--- src/rtl/mine_scheduler.sv ---
// Nonce scheduler: issues one hash job at a time to the engine, compares results
// against the target, and reports hits or range exhaustion. Supports restart/abort.
module mine_scheduler #(
  parameter int HDR_W  = 640,
  parameter int HASH_W = 256
) (
  input  logic              clock,
  input  logic              reset,
  input  logic              hdr_valid,
  output logic              hdr_ready,
  input  logic [HDR_W-1:0]  blockHeader,
  input  logic [31:0]       nonce_end,
  input  logic [HASH_W-1:0] target,
  input  logic              abort,
  output logic              core_start,
  output logic [HDR_W-1:0]  core_header,
  input  logic              core_done,
  input  logic [HASH_W-1:0] core_hash,
  output logic              found_valid,
  input  logic              found_ready,
  output logic [31:0]       found_nonce,
  output logic [31:0]       found_hash_msw,
  output logic              busy,
  output logic              exhausted,
  output logic [31:0]       hash_count
);

  typedef enum logic [2:0] {IDLE, ISSUE, WAIT, DRAIN, FOUND} state_t;

  state_t              r_state;
  logic [HDR_W-1:32]   r_hdr_hi;
  logic [31:0]         r_nonce;
  logic [31:0]         r_end;
  logic [HASH_W-1:0]   r_tgt;
  // A header accepted mid-job parks here so core_header stays frozen while draining
  logic [HDR_W-1:0]    r_pend_hdr;
  logic [31:0]         r_pend_end;
  logic [HASH_W-1:0]   r_pend_tgt;
  logic                r_restart;
  logic                r_exh;
  logic [31:0]         r_cnt;
  logic [31:0]         r_fnonce;
  logic [31:0]         r_fmsw;

  logic        w_acc;
  logic        w_hit;
  logic [31:0] w_cnt_inc;

  assign hdr_ready      = (r_state != FOUND);
  assign w_acc          = hdr_valid & hdr_ready;
  assign w_hit          = (core_hash < r_tgt);
  assign w_cnt_inc      = (r_cnt == 32'hFFFF_FFFF) ? r_cnt : r_cnt + 32'd1;
  assign core_start     = (r_state == ISSUE);
  assign core_header    = {r_hdr_hi, r_nonce};
  assign found_valid    = (r_state == FOUND);
  assign found_nonce    = r_fnonce;
  assign found_hash_msw = r_fmsw;
  assign busy           = (r_state != IDLE);
  assign exhausted      = r_exh;
  assign hash_count     = r_cnt;

  always_ff @(posedge clock) begin
    if (reset) begin
      r_state    <= IDLE;
      r_hdr_hi   <= '0;
      r_nonce    <= '0;
      r_end      <= '0;
      r_tgt      <= '0;
      r_pend_hdr <= '0;
      r_pend_end <= '0;
      r_pend_tgt <= '0;
      r_restart  <= 1'b0;
      r_exh      <= 1'b0;
      r_cnt      <= '0;
      r_fnonce   <= '0;
      r_fmsw     <= '0;
    end else begin
      case (r_state)
        IDLE: if (hdr_valid) begin
          {r_hdr_hi, r_nonce} <= blockHeader;
          r_end     <= nonce_end;
          r_tgt     <= target;
          r_exh     <= 1'b0;
          r_cnt     <= '0;
          r_restart <= 1'b0;
          r_state   <= ISSUE;
        end
        ISSUE: begin
          if (abort) begin
            r_restart <= 1'b0;
            r_state   <= DRAIN;
          end else if (w_acc) begin
            r_pend_hdr <= blockHeader;
            r_pend_end <= nonce_end;
            r_pend_tgt <= target;
            r_cnt      <= '0;
            r_exh      <= 1'b0;
            r_restart  <= 1'b1;
            r_state    <= DRAIN;
          end else begin
            r_state <= WAIT;
          end
        end
        WAIT: begin
          if (abort) begin
            r_restart <= 1'b0;
            r_state   <= core_done ? IDLE : DRAIN;
          end else if (w_acc) begin
            r_cnt <= '0;
            r_exh <= 1'b0;
            if (core_done) begin
              // engine is free already: start the new header without draining
              {r_hdr_hi, r_nonce} <= blockHeader;
              r_end     <= nonce_end;
              r_tgt     <= target;
              r_restart <= 1'b0;
              r_state   <= ISSUE;
            end else begin
              r_pend_hdr <= blockHeader;
              r_pend_end <= nonce_end;
              r_pend_tgt <= target;
              r_restart  <= 1'b1;
              r_state    <= DRAIN;
            end
          end else if (core_done) begin
            r_cnt <= w_cnt_inc;
            if (w_hit) begin
              r_fnonce <= r_nonce;
              r_fmsw   <= core_hash[HASH_W-1 -: 32];
              r_state  <= FOUND;
            end else if (r_nonce == r_end) begin
              r_exh   <= 1'b1;
              r_state <= IDLE;
            end else begin
              r_nonce <= r_nonce + 32'd1;
              r_state <= ISSUE;
            end
          end
        end
        DRAIN: begin
          if (abort) begin
            r_restart <= 1'b0;
            if (core_done) r_state <= IDLE;
          end else if (w_acc) begin
            r_cnt <= '0;
            r_exh <= 1'b0;
            if (core_done) begin
              {r_hdr_hi, r_nonce} <= blockHeader;
              r_end     <= nonce_end;
              r_tgt     <= target;
              r_restart <= 1'b0;
              r_state   <= ISSUE;
            end else begin
              r_pend_hdr <= blockHeader;
              r_pend_end <= nonce_end;
              r_pend_tgt <= target;
              r_restart  <= 1'b1;
            end
          end else if (core_done) begin
            if (r_restart) begin
              {r_hdr_hi, r_nonce} <= r_pend_hdr;
              r_end     <= r_pend_end;
              r_tgt     <= r_pend_tgt;
              r_restart <= 1'b0;
              r_state   <= ISSUE;
            end else begin
              r_state <= IDLE;
            end
          end
        end
        FOUND: if (found_ready) r_state <= IDLE;
        default: r_state <= IDLE;
      endcase
    end
  end

endmodule

--- config.mk ---
export PLATFORM = sky130hd
export DESIGN_NAME = mine_scheduler
export DESIGN_NICKNAME = d
export VERILOG_FILES = /design/src/rtl/mine_scheduler.sv
export SDC_FILE = /design/constraint.sdc
export NUM_CORES = 2
export LEC_CHECK = 0
export ABC_AREA = 1
export CORE_AREA = 2 2 758 760
export CTS_BUF_LIST = sky130_fd_sc_hd__clkbuf_2 sky130_fd_sc_hd__clkbuf_4 sky130_fd_sc_hd__clkbuf_8
export DETAILED_ROUTE_END_ITERATION = 10
export DIE_AREA = 0 0 760 762
export SLEW_MARGIN = 20
export SYNTH_ARGS = -nofsm -noshare
export SYNTH_HDL_FRONTEND = slang
export SYNTH_SLANG_ARGS = --single-unit
--- constraint.sdc ---
create_clock -name clock -period 2.65 [get_ports clock]
set_input_delay 0.3975 -clock clock [delete_from_list [all_inputs] [get_ports clock]]
set_output_delay 0.3975 -clock clock [all_outputs]
set_load 0.01 [all_outputs]
# Yosys cells after proc, flatten, opt, wreduce, memory -nomap -nowiden
# Index checks and enable logic that the tools add are counted.
# classes
n_reduce_logical,16
mux,101
bitwise,3
order_cmp,1
n_addsub,2
eq_ne,31
# op_table
operator,count
2-to-1 mux 608 bit,8
2-to-1 mux 256 bit,13
2-to-1 mux 640 bit,5
one-hot mux 608 bit (3 select lines),1
one-hot mux 640 bit (2 select lines),1
2-to-1 mux 32 bit,31
one-hot mux 256 bit (3 select lines),1
one-hot mux 256 bit (2 select lines),1
one-hot mux 32 bit (3 select lines),3
less-than comparator 256 bit,1
"adder 32 x 1 -> 32 bit, second input constant",2
one-hot mux 32 bit (2 select lines),1
2-to-1 mux 3 bit,11
equality test 32 bit,1
"equality test 32 bit, second input constant",1
"inequality test 3 bit, second input constant",9
2-to-1 mux 1 bit,20
"inequality test 2 bit, second input constant",9
one-hot mux 3 bit (5 select lines),1
AND reduction 7 bit,2
AND reduction 5 bit,2
AND reduction 9 bit,1
nonzero test 3 bit,3
"inequality test 2 x 1 -> 1 bit, second input constant",4
17 further kinds,22
# totals
input_bits,1190
register_bits,1957
wordCells,167
output_inout_bits,741

# Longest topological paths before layout
# depth
ltp_word,7
ltp_mapped,24
depth_no_buf,24

# Least setup slack after synthesis
# Ideal clock, no wire load.
# synth_timing
path_kind,input to register
from,input port core_hash[153]
to,register r_fmsw[10] (netlist: found_hash_msw[10])
stages,18
setup_time_ns,0.116
t_arrival_ns,2.399
n_path_buf,2
t_required_ns,2.534
setup_slack_ns,0.135
cell_sequence,ha_1 > nand2_1 > inv_1 > o21ai_0 > a21oi_1 > or2_2 > nor2_1 > nand2_1 > nand2_1 > nand3_1 > nor2_1 > nand3_1 > nor2_1 > nand2_1 > buf_4 > clkbuf_1 > o21ai_0 > nor2_1
# synth_between
elab_chain_cells,2
# synth_lines
element,line_no,text
"start, declared",18,"input logic [HASH_W-1:0] core_hash,"
less-than comparator 256 bit,51,assign w_hit = (core_hash < r_tgt);
AND reduction 5 bit (no line),n/a,
"end signal, assigned",129,r_fmsw <= core_hash[HASH_W-1 -: 32];
"end, declared",43,logic [31:0] r_fmsw;
# No other way between the ends.
# A chain may end at the register's enable or synchronous reset.

# Worst setup path in the final report
# layout_timing
from,register r_tgt[238]
to,register r_fnonce[7] (netlist: found_nonce[7])
# layout_between
elab_chain_cells,2
# layout_lines
element,line_no,text
"start, declared",34,logic [HASH_W-1:0] r_tgt;
"start signal, assigned",82,r_tgt <= target;
"start signal, assigned",115,r_tgt <= target;
"start signal, assigned",150,r_tgt <= target;
less-than comparator 256 bit,51,
AND reduction 5 bit (no line),n/a,
"end signal, assigned",128,r_fnonce <= r_nonce;
"end, declared",42,logic [31:0] r_fnonce;
# No other way between the ends.

==> metrics.txt <==
run status=finished with violations; failing checks=negative setup slack; Final TNS setup=-50.85 ns; Clock Path Buffers=4; Post-Syn Instances=approximately 13000; WL/cell=25.7 µm; Synth Cell Area=96300 µm²; sequential area share after synthesis=0.407; yosys warns=0; number of max-cap violations=0; Post-route DRC=0; reg2reg path depth=24; RSZ-0062 raised after global routing=true; initial antenna violation count=301; port buffer count=1930; final antenna-violating net count=0; Max Slew Vio Count=0; via count of the first global-routing pass=approximately 100k; endpoint class of the critical path=flop; worst skew pair latency=1.17 ns; FP Rows=~280; die height=762 µm; crit-path max FO=6; Worst R2R Setup Slack=-0.61 ns; Min-Delay Endpoint=r_state[2]; total track usage=0.197; Vias/cell=4.62; Filler cells=61300; Worst Max-Slew Pin Slew=1.16 ns; DP Cell Count=21800; Min-Delay Path Depth=5; Die ar.=just under 600000 µm²; dpl hpwl=between 400000 and 500000 µm; layout cells sized above 1=0.127; core outline area=between 500000 and 600000 µm²; Clock H-tree levels=5; GPL Wtd Cong=1.01; TritonCTS clock tree=done; FFs w/ async S/R, synth=0; Setup Viol. Count Final=99; pwr dens=about 910 nW/µm²; crit share post-route=1.23; HP Start=found_ready; multi-input logic area=~49000 µm²; post-route cell area=roughly 150000 µm²; final setup skew=0.0919 ns; #FFs+latches synth=approximately 2000; startpoint types=flop; Nets=17100; Hold Vio Cnt, Final=0; Area Overhead vs Synth=58.1%; Initial Utilization=0.169; ys flop type=dfxtp_1; min Tclk post-route=3.26 ns; drt first pass iters=9; total CTS buffers=between 300 and 400; Crit Path Class=flop to flop; Post-Synthesis Net Count=14000; met2 Resource Use GR=0.303; PnR worst setup slack=-0.611 ns; die span in x=around 760 µm; Worst EP required=3.71 ns; Synth cell types=53; Slew HR=0.229; clock sink count=about 2000; root buffer cell=clkbuf_8; Non-Filler Instances=approximately 24000; Reg2Reg Capture Point=found_nonce[7]; min-delay worst type=input port to flop; Clock transition at path regs=0.07 ns; f_max=307 MHz; initial DRC count=9538; M3 GR Usage=0.0786; DRT Wirelength=611000 µm; global route hottest layer=met2; first-pass GRT wire length=824000 µm; CP arrival=around 4.3 ns; Post-synth EDFFs=0; leakage=between 60 and 70 nW; grt ovf=0; Max VDD drop=0.529 mV; Ports=1931; placed standard-cell area=130000 µm²; reg-to-reg startpoint=r_tgt[238]; largest net degree at the start of global routing=143; FF/Latch Area=about 39000 µm²; global-route track usage on met1=0.235; syn_area_per_cell=roughly 7.7 µm²; routed via count=110000
power by group:
group	total, W	internal (W)	switching, W	leakage (nW)
Combinational	0.0608	0.0241	0.0367	45.1
Clock	0.0351	0.0194	0.0157	4.52
Sequential	0.0425	0.0371	0.00541	16.1
Total	0.138	0.0806	0.0578	65.7
cell type report:
type / instances / share of cell area
multi-input cells: 8184 / 0.322
repair buffers: 3829 / 0.265
flip-flops and latches: 1957 / 0.258
well taps: 7560 / 0.0621
clock buffers: 614 / 0.0502
inverters: 1337 / 0.0335
clock inverters: 74 / 0.00581
diodes: 180 / 0.00296
repair inverters: 1 / 0.000132
state kept, by name, summed over array words and instances (netlist names):
signal / count
r_pend_hdr: 640
found_nonce: 32
r_nonce: 32
hash_count: 32
r_end: 32
r_restart: 1
found_hash_msw: 32
r_hdr_hi: 608
r_pend_end: 32
r_state: 3
r_pend_tgt: 256
r_tgt: 256
exhausted: 1
logic make-up after synthesis:
logic type	Yosys count	share of synthesized area
compound gates	5265	0.311
xor+xnor	35	0.00318
fa+ha+maj	257	0.0334
buf+inv	2435	0.0960
flops	1957	0.407
mux	641	0.0666
simple gates	1986	0.0829
placed cells by master, fill, tap and decap left out, drive strengths merged, types with 97 or more instances in the layout:
cell type	synthesis	routed
clkdlybuf4s50	0	1306
a221oi	655	655
nor2	913	913
nand3	97	97
dlygate4sd3	0	960
mux2i	641	641
clkbuf	992	635
a21oi	2031	2031
dfxtp	1957	1957
inv	1337	1352
nand2	841	841
dlymetal6s2s	0	571
o21ai	2256	2256
o221ai	263	263
diode	0	180
ha	257	257
buf	106	955
Yosys cell counts (3+ instances only):
cell type  count  area, µm²
a21oi_1     2031      10200
nor3b_1        3       22.5
o221ai_1     263       2300
nor3_1        36        180
or2_2         10       62.6
nand2_2        3       18.8
dfxtp_1     1957      39200
nand3_1       96        480
buf_1         28        105
nor2_1       904       3390
o2111ai_1      6       52.6
clkbuf_1     992       3720
nor3_2         3       30.0
nand2_1      837       3140
ha_1         257       3220
nor2_4         3       33.8
o22ai_1        9       56.3
nor2_2         6       37.5
xnor2_1       21        184
o21ai_1      169        846
nor4_1        22        138
buf_4          3       22.5
inv_2         11       41.3
nand4_1       45        282
inv_1       1326       4980
mux2i_1      641       6420
a211oi_1       3       22.5
nand3b_1       5       37.5
o211ai_1      19        143
o21ai_0     2087      10400
a31oi_1        4       25.0
buf_2         75        375
o21a_1         7       52.6
a221oi_1     655       5740
xor2_1        14        123
timing repair:
action                                  in CTS  in global routing
endpoints found under the hold margin     1892                  0
pin swaps                                   45                 51
resized for setup                          277                904
buffers inserted                            14                 25
cloned                                      10                 21
endpoints found under the setup margin     802               1501
hold buffers                               960                  0
worst max path at each step:
stage | start | end | slack (ns) | cells after the start
global route | r_tgt[255] | found_nonce[11] | -0.71 | 26
CTS | r_tgt[255] | found_hash_msw[24] | -0.58 | 26
finish | r_tgt[238] | found_nonce[7] | -0.61 | 24
detailed placement | core_hash[255] | r_nonce[16] | -2.14 | 19
floorplan | core_hash[153] | found_hash_msw[10] | 0.13 | 18
global placement | core_hash[255] | r_nonce[13] | -2.15 | 19
per-layer routing:
metal	routed length (µm)	vias to the layer above
met4	41600	136
met1	238000	52300
met5	982	-
met2	261000	5045
li1	-	50800
met3	69400	1380
per-stage QoR:
step	total power, W	util	hold slack [ns]	setup slack (ns)
2_1_floorplan	0.0659	-	0.423	0.135
3_3_place_gp	0.0994	0.227	0.429	-2.15
3_5_place_dp	0.100	0.227	0.434	-2.14
4_1_cts	0.139	0.260	0.0131	-0.583
5_1_grt	0.146	0.266	0.0499	-0.711
6_report	0.138	0.266	0.171	-0.611
critical path: stages, from the launching register on:
cell and delay [ns]:
dfxtp_1 0.32, inv_1 0.09, ha_1 0.30, nand2_2 0.08
inv_1 0.08, nand3_1 0.12, nor2_2 0.17, nand3_1 0.14
nor2_4 0.24, nand3_4 0.15, nor2_4 0.11, nand2_2 0.07
nand3_2 0.09, nor2_4 0.05, buf_12 0.14, buf_6 0.12
nand3_4 0.09, nor2_4 0.04, nand2_4 0.08, buf_12 0.16
clkinv_16 0.08, buf_12 0.13, buf_16 0.14, nor2_4 0.07
nor2_1 0.04
Note: power is estimated with default switching activity, not from simulation.
